--- src/rtl/kb_cmd_ctrl.sv ---
// Keyboard command controller: acknowledges PS/2 release codes, drives a field
// cursor with an idle-timeout edit mode, and queues decoded commands for a consumer.
module kb_cmd_ctrl #(
  parameter int FIFO_DEPTH = 4,
  parameter int NFIELDS    = 3,
  parameter int TIMEOUT    = 50_000_000
) (
  input  logic       clk,
  input  logic       reset,
  input  logic [7:0] key_code,
  input  logic       key_irq,
  output logic       rd_key_code,
  output logic       cmd_valid,
  output logic [2:0] cmd_code,
  output logic [1:0] cmd_field,
  input  logic       cmd_ready,
  output logic       edit_mode,
  output logic [1:0] field_sel,
  output logic       overflow
);

  localparam int              AW         = $clog2(FIFO_DEPTH);
  localparam int              CW         = (TIMEOUT > 2) ? $clog2(TIMEOUT) : 1;
  localparam logic [AW:0]     FULL_CNT   = (AW+1)'(FIFO_DEPTH);
  localparam logic [CW-1:0]   IDLE_LAST  = CW'(TIMEOUT - 1);
  localparam logic [1:0]      LAST_FIELD = 2'(NFIELDS - 1);

  typedef enum logic [1:0] {IDLE, ACK, WAIT_CLR} state_t;

  typedef enum logic [2:0] {
    CMD_NONE  = 3'd0,
    CMD_UP    = 3'd1,
    CMD_DOWN  = 3'd2,
    CMD_LEFT  = 3'd3,
    CMD_RIGHT = 3'd4,
    CMD_ENTER = 3'd5,
    CMD_ESC   = 3'd6
  } cmd_t;

  typedef struct packed {
    logic [1:0] field;
    cmd_t       code;
  } entry_t;

  state_t        state;
  cmd_t          dec;
  entry_t        mem [FIFO_DEPTH];
  logic [AW-1:0] wr_ptr;
  logic [AW-1:0] rd_ptr;
  logic [AW:0]   count;
  logic [CW-1:0] idle_cnt;
  logic          accept;
  logic          push;
  logic          pop;
  logic          full;
  logic          do_write;

  always_comb begin
    dec = CMD_NONE;
    case (key_code)
      8'h1D:   dec = CMD_UP;
      8'h1B:   dec = CMD_DOWN;
      8'h1C:   dec = CMD_LEFT;
      8'h23:   dec = CMD_RIGHT;
      8'h5A:   dec = CMD_ENTER;
      8'h76:   dec = CMD_ESC;
      default: dec = CMD_NONE;
    endcase
  end

  // A key is only taken while idle; unknown codes are acknowledged but never queued.
  assign accept    = (state == IDLE) && key_irq;
  assign push      = accept && (dec != CMD_NONE);
  assign full      = (count == FULL_CNT);
  assign cmd_valid = (count != '0);
  assign pop       = cmd_valid && cmd_ready;
  assign do_write  = push && (!full || pop);

  assign cmd_code  = cmd_valid ? mem[rd_ptr].code  : 3'd0;
  assign cmd_field = cmd_valid ? mem[rd_ptr].field : 2'd0;

  // NOTE: queue storage has no reset; valid data is tracked by the pointers and count.
  always_ff @(posedge clk) begin
    if (do_write) mem[wr_ptr] <= '{field: field_sel, code: dec};
  end

  // NOTE: all state uses non-blocking assignments so every update sees pre-edge values.
  always_ff @(posedge clk or posedge reset) begin
    if (reset) begin
      state       <= IDLE;
      rd_key_code <= 1'b0;
      wr_ptr      <= '0;
      rd_ptr      <= '0;
      count       <= '0;
      edit_mode   <= 1'b0;
      field_sel   <= 2'd0;
      overflow    <= 1'b0;
      idle_cnt    <= '0;
    end else begin
      rd_key_code <= 1'b0;
      case (state)
        IDLE: if (key_irq) begin
          state       <= ACK;
          rd_key_code <= 1'b1;
        end
        ACK:      state <= WAIT_CLR;
        WAIT_CLR: if (!key_irq) state <= IDLE;
        default:  state <= IDLE;
      endcase

      if (do_write) wr_ptr <= wr_ptr + 1'b1;
      if (pop)      rd_ptr <= rd_ptr + 1'b1;
      if (do_write && !pop)      count <= count + 1'b1;
      else if (!do_write && pop) count <= count - 1'b1;
      if (push && !do_write) overflow <= 1'b1;

      // An accepted key outranks a timeout landing on the same edge.
      if (accept) begin
        case (dec)
          CMD_ENTER: begin
            if (edit_mode) edit_mode <= 1'b0;
            else begin
              edit_mode <= 1'b1;
              field_sel <= 2'd0;
            end
          end
          CMD_ESC: begin
            edit_mode <= 1'b0;
            field_sel <= 2'd0;
          end
          CMD_RIGHT: if (edit_mode)
            field_sel <= (field_sel == LAST_FIELD) ? 2'd0 : field_sel + 2'd1;
          CMD_LEFT: if (edit_mode)
            field_sel <= (field_sel == 2'd0) ? LAST_FIELD : field_sel - 2'd1;
          default: ;
        endcase
      end else if (edit_mode && (idle_cnt == IDLE_LAST)) begin
        edit_mode <= 1'b0;
        field_sel <= 2'd0;
      end

      if (accept || !edit_mode) idle_cnt <= '0;
      else                      idle_cnt <= idle_cnt + 1'b1;
    end
  end

endmodule

--- config.mk ---
export PLATFORM = sky130hd
export DESIGN_NAME = kb_cmd_ctrl
export DESIGN_NICKNAME = d
export VERILOG_FILES = /design/src/rtl/kb_cmd_ctrl.sv
export SDC_FILE = /design/constraint.sdc
export NUM_CORES = 1
export LEC_CHECK = 0
export CORE_MARGIN = 1
export CORE_UTILIZATION = 58
export CTS_CLUSTER_DIAMETER = 150
export CTS_CLUSTER_SIZE = 16
export DETAILED_ROUTE_END_ITERATION = 10
export PLACE_DENSITY = 0.75
export RECOVER_POWER = 100
export REMOVE_ABC_BUFFERS = 1
export SYNTH_ARGS = -nofsm -noshare
export SYNTH_HDL_FRONTEND = slang
export SYNTH_SLANG_ARGS = --single-unit
--- constraint.sdc ---
create_clock -name clk -period 2.7 [get_ports clk]
set_clock_uncertainty 0.15 [all_clocks]
set_input_delay 0.81 -clock clk [delete_from_list [all_inputs] [get_ports clk]]
set_output_delay 0.81 -clock clk [all_outputs]
set_load 0.02 [all_outputs]
==> results of run 1 <==
==> routing by layer <==
metal	vias up	share of wire [%]
li1	1096	-
met1	1096	45
met2	46	49
met3	4	4.7
met4	0	0.92
met5	-	0
==> worst max path at each step <==
stage           startpoint  slack (ns)                   end
4_1_cts        key_code[5]       -0.14  count[2]$_DFFE_PP0P_
2_1_floorplan  key_code[5]       -0.38  count[2]$_DFFE_PP0P_
6_report         cmd_ready       -0.13  count[1]$_DFFE_PP0P_
5_1_grt        key_code[5]       -0.19  count[2]$_DFFE_PP0P_
3_5_place_dp   key_code[4]       -0.89  count[2]$_DFFE_PP0P_
3_3_place_gp   key_code[4]       -0.80  count[2]$_DFFE_PP0P_
==> metrics by stage <==
| step | power, mW | cells | instance area (um2) |
|---|---|---|---|
| 2_1_floorplan | 1.61 | 261 | 3040 |
| 3_3_place_gp | 1.94 | 389 | 3610 |
| 3_5_place_dp | 1.98 | 389 | 3610 |
| 4_1_cts | 2.76 | 413 | 3890 |
| 5_1_grt | 2.87 | 414 | 3860 |
| 6_report | 2.71 | 414 | 3860 |
==> layout by cell type, fill, tap and decap left out, types with 6 or more instances in the layout <==
master          n
buf_4          33
clkbuf_1        6
clkbuf_2        6
clkbuf_8        9
dfrtp_1        39
dlygate4sd3_1   8
edfxtp_1       20
ha_1            8
inv_1          15
nand2_1        15
nand3_1        12
nor2_1         31
xnor2_1        17
xor2_1         12
==> cell families (layout without fill, tap and decap cells) <==
kind of cell,after synthesis,after routing,synth area share (%)
and+or+nand+nor,118,118,22.9
DFF,60,60,52.4
xor gates and xnor gates,30,30,8.59
buffers and inverters,22,99,2.74
AOI/OAI and AO/OA,20,20,4.58
adders and majority gates,10,10,4.34
muxes,7,7,4.54
==> final cells by class <==
class	instances	area, um2	area share [%]
clock inverter	6	55.1	1.43
multi-input combinational	185	1430	37.0
tap	70	87.6	2.27
inverter	16	60.1	1.56
clock buffer	10	128	3.31
timing repair buffer	67	497	12.9
sequential	60	1600	41.5
==> sequential cells by signal, summed over array words and instances (netlist names) <==
signal,cells
rd_ptr,2
wr_ptr,2
count,3
overflow,1
edit_mode,1
mem,20
idle_cnt,26
field_sel,2
state,2
rd_key_code,1
==> power by group <==
| part | internal, mW | total [mW] | switching, mW |
|---|---|---|---|
| sequential | 1.05 | 1.15 | 0.110 |
| clock | 0.416 | 0.746 | 0.330 |
| combinational | 0.407 | 0.813 | 0.405 |
| total | 1.87 | 2.71 | 0.845 |
==> repair_timing <==
action | in CTS | in global routing
endpoints found under the hold margin | 0 | 0
gates resized for setup | 60 | 4
cloned | 0 | 0
pin swaps | 7 | 6
buffers inserted | 8 | 1
endpoints found under the setup margin | 29 | 4
==> summary.txt, run 1 <==
Finish
  • Area Overhead vs Synth: 26.1%
  • Fill count: 350
  • Core Util, Final: 75.6%
  • Ant. Diodes: 0
  • Share of layout cells above drive strength 1: 27.3%
  • Net count, final: 361

Worst setup path
  • Max FO, Critical Path: 2
  • Worst path depth: 8
  • Reg-to-reg endpoint: count[1]$_DFFE_PP0P_
  • Worst path top cell family by delay: buffers and inverters
  • R2r setup slk: 0.38 ns
  • Worst Path Arrival: 2.89 ns
  • WP buf/inv: 3
  • CP cell instances: dlygate4sd3_1 -> nor4b_1 -> buf_4 -> nor3_4 -> ha_2 -> inv_2 -> fa_2 -> mux2_4
  • FF-to-FF path depth: 8
  • Nature of the critical path endpoint: flip-flop
  • WS Path Type: in2reg
  • Crit start category: input pin
  • Critical Path RT: 2.76 ns
  • Slowest CP cell: dlygate4sd3_1
  • Slowest stage delay, CP: 0.59 ns
  • Crit Reg-Reg Startpoint: count[0]$_DFFE_PP0P_

Min path
  • Hold path start: state[1]$_DFFE_PP0P_
  • Hold Path Cell Cnt: 1
  • Min-Delay Path Class: reg2reg
  • Hold Crit Endpoint: state[1]$_DFFE_PP0P_

Pwr
  • Worst vdd ir: 0.504 mV
  • Pwr Density: 703 nW/um2
  • Leakage: 1.55 nW

Timing
  • Hold Slack: 0.347 ns
  • Worst Tran Pin Value: 0.970 ns
  • Final hold violations: 0
  • Achievable Freq: 354 MHz
  • Final Max Tran Viols: 0
  • Period utilisation layout: 105%
  • Unrepaired setup endpoints after global routing: true
  • Slew HR: 35.4%
  • Final worst slack: -0.126 ns
  • Final setup TNS: -0.236 ns
  • Post-route minimum period: 2.83 ns
  • Final setup viols: 2

Global routing
  • Busiest grt layer: met2
  • Met1 Use GR: 33.4%
  • Largest net degree at the start of global routing: 41
  • M3 GR Usage: 5.62%
  • Vias in the first global route: 2124
  • GR Util All Layers: 24.6%
  • M2 GR Usage: 38.6%
  • Total grt overflow: 0
  • First-pass GRT wire length: 9940 um
  • Initial antenna violation count: 0

Logic synthesis
  • Post-Synthesis Cells: 267
  • Seq cells post-synth: 60
  • Post-synthesis sequential area ratio: 52.4%
  • Post-synth top area cell: dfrtp_1
  • Ys async rst share: 66.7%
  • Post-Syn Area: 3060 um2
  • Netlist cell types: 52
  • Synth area leaders: dfrtp_1 33%, edfxtp_1 20%, xnor2_1 4.9%
  • Post-synth top cells: 40 x dfrtp_1, 31 x nor2_1, 20 x edfxtp_1, 17 x xnor2_1, 16 x inv_1
  • YS warnings: 0
  • Number of synthesized flops with an enable pin: 20
  • Yosys top cell area share: 32.7%
  • Main flop type after synthesis: dfrtp_1
  • Most common cell in the netlist: dfrtp_1
  • Syn avg cell area: 11.5 um2

Routing
  • Initial detailed-routing violation count: 208
  • Via count: 2242
  • Detailed Routing Iterations Pass 1: 4
  • Via density per instance: 5.42
  • Remaining DRCs: 0
  • DRT Wirelength: 6210 um
  • Final ANT Viol Nets: 0
  • Wire per inst: 15.0 um

Clocking
  • CTS buffer count: 9
  • Max Root-Sink Buffers: 2
  • Clock root cell: clkbuf_8
  • CTS tree: yes
  • Worst skew pair latency: 0.33 ns
  • Clk slew on worst S/H paths: 0.07 ns
  • Clock sink count: 60
  • Hold_buf cts: 0
  • H-tree depth: 3

Place
  • Dpl ws: -0.894 ns
  • Port bufs: 22
  • Final HPWL DP: 4280 um
  • Gpl congestion: 0.844

Floorplan
  • Area of the core: 5110 um2
  • Die height: 74.6 um
  • Die Footprint: 5570 um2
  • Cell Rows: 26
  • Ports: 23
  • Die width: 74.6 um
  • Starting Density: 59.9%

Outcome
  • Failing checks: setup timing
  • Status: finished, violations left

Job
  • MaxCap Viol Count: 0
Note: power is estimated with default switching activity, not from simulation.
==> run 2, diff against run 1 <==
--- a/config.mk
+++ b/config.mk
@@ -5,6 +5,7 @@
 export SDC_FILE = /design/constraint.sdc
 export NUM_CORES = 1
 export LEC_CHECK = 0
+export CORE_ASPECT_RATIO = 2
 export CORE_MARGIN = 1
 export CORE_UTILIZATION = 58
 export CTS_CLUSTER_DIAMETER = 150
==> constraint.sdc (replaced) <==
create_clock -name clk -period 3.2 [get_ports clk]
set_clock_uncertainty 0.15 [all_clocks]
set_input_delay 0.96 -clock clk [delete_from_list [all_inputs] [get_ports clk]]
set_output_delay 0.96 -clock clk [all_outputs]
set_load 0.02 [all_outputs]
==> summary.txt, run 2 (synthesis gave the netlist of run 1 again) <==
Outcome
  • Status: finished, final reports clean

Routing
  • Remaining DRCs: 0
  • Wire per inst: 16.2 um
  • DRT Wirelength: 6300 um
  • Detailed Routing Iterations Pass 1: 4
  • Via density per instance: 5.59
  • Initial detailed-routing violation count: 40
  • Final ANT Viol Nets: 0
  • Via count: 2182

Floorplan
  • Die width: 53.4 um
  • Die height: 105 um
  • Starting Density: 60.1%
  • Area of the core: 5090 um2
  • Ports: 23
  • Die Footprint: 5590 um2
  • Cell Rows: 37

Clocking
  • CTS tree: yes
  • H-tree depth: 3
  • CTS buffer count: 9
  • Clock sink count: 60
  • Max Root-Sink Buffers: 2
  • Clk slew on worst S/H paths: 0.07 ns
  • Worst skew pair latency: 0.34 ns
  • Clock root cell: clkbuf_8

Pwr
  • Sequential share of power: 44.1%
  • Psw: 0.697 mW
  • Worst vdd ir: 0.436 mV
  • Leakage: 1.49 nW
  • PnR Total Power: 2.26 mW
  • Clock power share: 27.8%
  • Comb pwr share: 28.0%
  • Sw Share: 30.9%
  • Pwr Density: 603 nW/um2
  • Pint: 1.56 mW

Finish
  • Fill count: 365
  • Final Cell Area: 3740 um2
  • Area Overhead vs Synth: 22.4%
  • Net count, final: 349
  • Registers with the most flip-flops: idle_cnt: 26 flops, mem: 20 flops, count: 3 flops
  • Ant. Diodes: 0
  • Share of layout cells above drive strength 1: 20.2%
  • Core Util, Final: 73.5%
  • Register with the most flip-flops: idle_cnt
  • Max reg flops: 26
  • Commonest cells after routing, fill and taps aside: 39 x dfrtp_1, 31 x nor2_1, 25 x buf_4, 20 x edfxtp_1, 17 x xnor2_1
  • Leading cell type in the layout, fill and taps excluded: dfrtp_1

Timing
  • Unrepaired setup endpoints after global routing: true
  • Achievable Freq: 319 MHz
  • Slew HR: 32.9%
  • Hold Slack: 0.343 ns
  • Final hold violations: 0
  • Post-route minimum period: 3.14 ns
  • Final Max Tran Viols: 0
  • Final setup viols: 0
  • Period utilisation layout: 98.1%
  • Worst Tran Pin Value: 1.01 ns

Job
  • MaxCap Viol Count: 0

Place
  • Gpl congestion: 0.814
  • Final HPWL DP: 4700 um
  • Port bufs: 22
  • Post-Place Cell Area: 3530 um2

Worst setup path
  • WS Path Type: in2reg
  • Nature of the critical path endpoint: flip-flop
  • Max FO, Critical Path: 2
  • Worst Path Arrival: 3.25 ns
  • Crit start category: input pin
  • Slowest CP cell: or4bb_1
  • Slowest stage delay, CP: 0.51 ns
  • CP cell instances: dlygate4sd2_1 -> or4bb_1 -> o21a_1 -> nor3_4 -> ha_2 -> inv_2 -> fa_2 -> xor2_1 -> nor2_1 -> xor2_1
  • Critical Path RT: 3.31 ns
  • Cell mode on critical path: xor2_1

Global routing
  • Total grt overflow: 0
  • Initial antenna violation count: 0
  • Vias in the first global route: 2280
  • GR Util All Layers: 26.2%
  • Largest net degree at the start of global routing: 41
  • First-pass GRT wire length: 10100 um

Min path
  • Min-Delay Path Class: reg2reg
==> run 2: through the flow <==
| stage | setup WS (ns) | TNS, ns | std cells |
|---|---|---|---|
| finish | 0.0621 | 0 | 390 |
| global route | -0.0213 | -0.0213 | 390 |
| CTS | 0.0191 | 0 | 388 |
| detailed placement | -0.544 | -2.86 | 368 |
| global placement | -0.440 | -1.76 | 368 |
| floorplan | -0.0325 | -0.0325 | 261 |
==> run 2: final timing paths <==
check,start,endpoint,slack (ns),cells past startpoint
setup / recovery,key_code[5],count[2]$_DFFE_PP0P_,0.06,10
hold / removal,overflow$_DFFE_PP0P_,overflow$_DFFE_PP0P_,0.34,1
setup reg to reg,count[1]$_DFFE_PP0P_,count[2]$_DFFE_PP0P_,0.78,8
hold reg to reg,overflow$_DFFE_PP0P_,overflow$_DFFE_PP0P_,0.34,1
max in group asynchronous,reset,rd_ptr[0]$_DFFE_PP0P_,0.99,3
min in group asynchronous,reset,idle_cnt[0]$_DFF_PP0_,1.22,3
==> run 2: repair_timing <==
item | in CTS | in global routing
pin swaps | 9 | 2
gates resized for setup | 16 | 2
setup buffers | 4 | 2
hold buffers | 0 | 0
setup endpoints to repair | 7 | 5
==> run 2: routing by layer <==
metal	up-vias	global-route usage, %	routed length, um
li1	1071	-	-
met4	0	16.7	319
met1	1042	23.7	2250
met3	25	6.99	213
met2	44	46.7	3520
met5	-	0	0
==> run 2: layout make-up <==
type / instances / area, um2 / area share [%]
flip-flops and latches: 60 / 1600 / 42.8
inverters: 16 / 60.1 / 1.60
clock inverters: 6 / 55.1 / 1.47
well taps: 58 / 72.6 / 1.94
multi-input cells: 185 / 1390 / 37.1
repair buffers: 55 / 438 / 11.7
clock buffers: 10 / 128 / 3.41
==> run 2: power groups by stage <==
stage                     Combinational [mW]  Sequential, mW  Clock [mW]
after CTS                              0.641            1.00       0.639
final                                  0.632           0.996       0.628
after floorplan                        0.362           0.999           0
after detailed placement               0.615            1.01           0
after global placement                 0.595            1.01           0
after global routing                   0.695            1.01       0.670
==> run 2: worst max-delay path: cells and delay by family <==
family | cells | cell delay (ns)
xor+xnor | 2 | 0.35
fa+ha+maj | 2 | 0.56
buf+inv | 2 | 0.28
simple gates | 3 | 0.86
compound gates | 1 | 0.22
==> run 3, diff against run 2 <==
--- a/config.mk
+++ b/config.mk
@@ -11,7 +11,7 @@
 export CTS_CLUSTER_DIAMETER = 150
 export CTS_CLUSTER_SIZE = 16
 export DETAILED_ROUTE_END_ITERATION = 10
-export PLACE_DENSITY = 0.75
+export PLACE_DENSITY_LB_ADDON = 0.2
 export RECOVER_POWER = 100
 export REMOVE_ABC_BUFFERS = 1
 export SYNTH_ARGS = -nofsm -noshare
==> summary.txt, run 3 (synthesis gave the netlist of run 1 again) <==
Outcome
  • Status: finished, final reports clean

Pwr
  • Sequential share of power: 41.0%
  • Pint: 1.72 mW
  • Worst vdd ir: 0.652 mV
  • Comb pwr share: 25.9%
  • Sw Share: 29.2%
  • Psw: 0.710 mW
  • Clock power share: 33.1%
  • PnR Total Power: 2.43 mW
  • Pwr Density: 644 nW/um2
  • Leakage: 1.52 nW

Place
  • Gpl congestion: 0.789
  • Port bufs: 22
  • Post-Place Cell Area: 3510 um2
  • Final HPWL DP: 4710 um

Routing
  • Via count: 2254
  • Remaining DRCs: 0
  • DRT Wirelength: 6620 um
  • Wire per inst: 17.2 um
  • Detailed Routing Iterations Pass 1: 4
  • Initial detailed-routing violation count: 60
  • Via density per instance: 5.84
  • Final ANT Viol Nets: 0

Finish
  • Fill count: 371
  • Registers with the most flip-flops: idle_cnt: 26 flops, mem: 20 flops, count: 3 flops
  • Core Util, Final: 74.2%
  • Max reg flops: 26
  • Ant. Diodes: 0
  • Commonest cells after routing, fill and taps aside: 39 x dfrtp_1, 31 x nor2_1, 20 x edfxtp_1, 19 x buf_4, 17 x xnor2_1
  • Net count, final: 345
  • Final Cell Area: 3780 um2
  • Area Overhead vs Synth: 23.5%
  • Leading cell type in the layout, fill and taps excluded: dfrtp_1
  • Share of layout cells above drive strength 1: 18.3%
  • Register with the most flip-flops: idle_cnt

Clocking
  • CTS buffer count: 9
  • Hold_buf cts: 0
  • CTS tree: yes
  • Max Root-Sink Buffers: 2
  • Clk slew on worst S/H paths: 0.06 ns
  • Clock sink count: 60
  • Worst skew pair latency: 0.34 ns
  • H-tree depth: 3
  • Clock root cell: clkbuf_8

Job
  • MaxCap Viol Count: 0

Worst setup path
  • Critical path startpoint: rd_ptr[0]$_DFFE_PP0P_
  • Nature of the critical path endpoint: primary output
  • Reg-to-reg endpoint: count[2]$_DFFE_PP0P_
  • End point of the critical path: cmd_code[2]
  • Crit Reg-Reg Startpoint: count[0]$_DFFE_PP0P_
  • Crit start category: flip-flop
  • Critical Path RT: 2.09 ns
  • FF-to-FF path depth: 8
  • WS Path Type: reg2out
  • Max FO, Critical Path: 5
  • Worst Path Arrival: 2.01 ns
  • R2r setup slk: 0.84 ns

Floorplan
  • Area of the core: 5090 um2
  • Die height: 105 um
  • Die width: 53.4 um
  • Starting Density: 60.1%
  • Ports: 23
  • Die Footprint: 5590 um2
  • Cell Rows: 37

Global routing
  • First-pass GRT wire length: 10900 um
  • Total grt overflow: 0
  • Initial antenna violation count: 0
  • Largest net degree at the start of global routing: 41
  • Vias in the first global route: 2458
  • GR Util All Layers: 28.1%

Timing
  • Hold Slack: 0.343 ns
  • Final hold violations: 0
  • Unrepaired setup endpoints after global routing: false
  • Final setup viols: 0
  • Period utilisation layout: 97.6%
  • Achievable Freq: 320 MHz
  • Final setup TNS: 0 ns
  • Slew HR: 31.4%
  • Post-route minimum period: 3.12 ns
  • Worst Tran Pin Value: 1.03 ns
  • Final Max Tran Viols: 0

Min path
  • Min-Delay Path Class: reg2reg
-- run 3: power by group through the flow --
| stage | combinational (mW) | clock, mW | sequential, mW |
|---|---|---|---|
| after floorplan | 0.362 | 0 | 0.999 |
| after global placement | 0.594 | 0 | 1.01 |
| after detailed placement | 0.618 | 0 | 1.02 |
| after CTS | 0.652 | 0.823 | 1.00 |
| after global routing | 0.687 | 0.850 | 1.01 |
| final | 0.630 | 0.805 | 0.996 |
-- run 3: cell type report --
type | count | area [um2] | share of cell area [%]
Sequential cell | 60 | 1600 | 42.4
Tap cell | 58 | 72.6 | 1.92
Inverter | 16 | 60.1 | 1.59
Clock buffer | 11 | 131 | 3.48
Clock inverter | 5 | 100 | 2.65
Multi-Input combinational cell | 185 | 1390 | 36.9
Timing Repair Buffer | 51 | 417 | 11.0
-- run 3: how the worst min path moves through the flow --
stage,startpoint,end,slack (ns),depth (start not counted)
after floorplan,count[2]$_DFFE_PP0P_,count[2]$_DFFE_PP0P_,0.30,1
after global placement,count[2]$_DFFE_PP0P_,count[2]$_DFFE_PP0P_,0.32,1
final,overflow$_DFFE_PP0P_,overflow$_DFFE_PP0P_,0.34,1
after CTS,state[1]$_DFFE_PP0P_,state[1]$_DFFE_PP0P_,0.35,1
after global routing,overflow$_DFFE_PP0P_,overflow$_DFFE_PP0P_,0.36,1
after detailed placement,overflow$_DFFE_PP0P_,overflow$_DFFE_PP0P_,0.33,1
-- run 3: routing by layer --
layer / part of all wire [%] / vias up / track usage, % / routed length (um)
li1: - / 1062 / - / -
met1: 35 / 1104 / 26.2 / 2320
met2: 57 / 61 / 48.8 / 3770
met3: 3.0 / 27 / 8.15 / 201
met4: 5.1 / 0 / 18.8 / 337
met5: 0 / - / 0 / 0
-- run 3: timing repair --
action,in CTS,in global routing
pin swaps,8,4
buffers inserted,4,1
endpoints found under the setup margin,7,3
resized for setup,12,7
-- run 3: worst max-delay path, cell delays in order, from the launching register on --
cell             delay, ns
dfrtp_2               0.45
mux4_2                0.52
and2_1                0.17
clkdlybuf4s50_1       0.53
-- run 3: stage by stage --
stage	worst slack, ns	std cells
after global routing	0.00430	386
after global placement	-0.451	365
after detailed placement	-0.530	365
after CTS	0.00296	385
final	0.0754	386
after floorplan	-0.0325	261
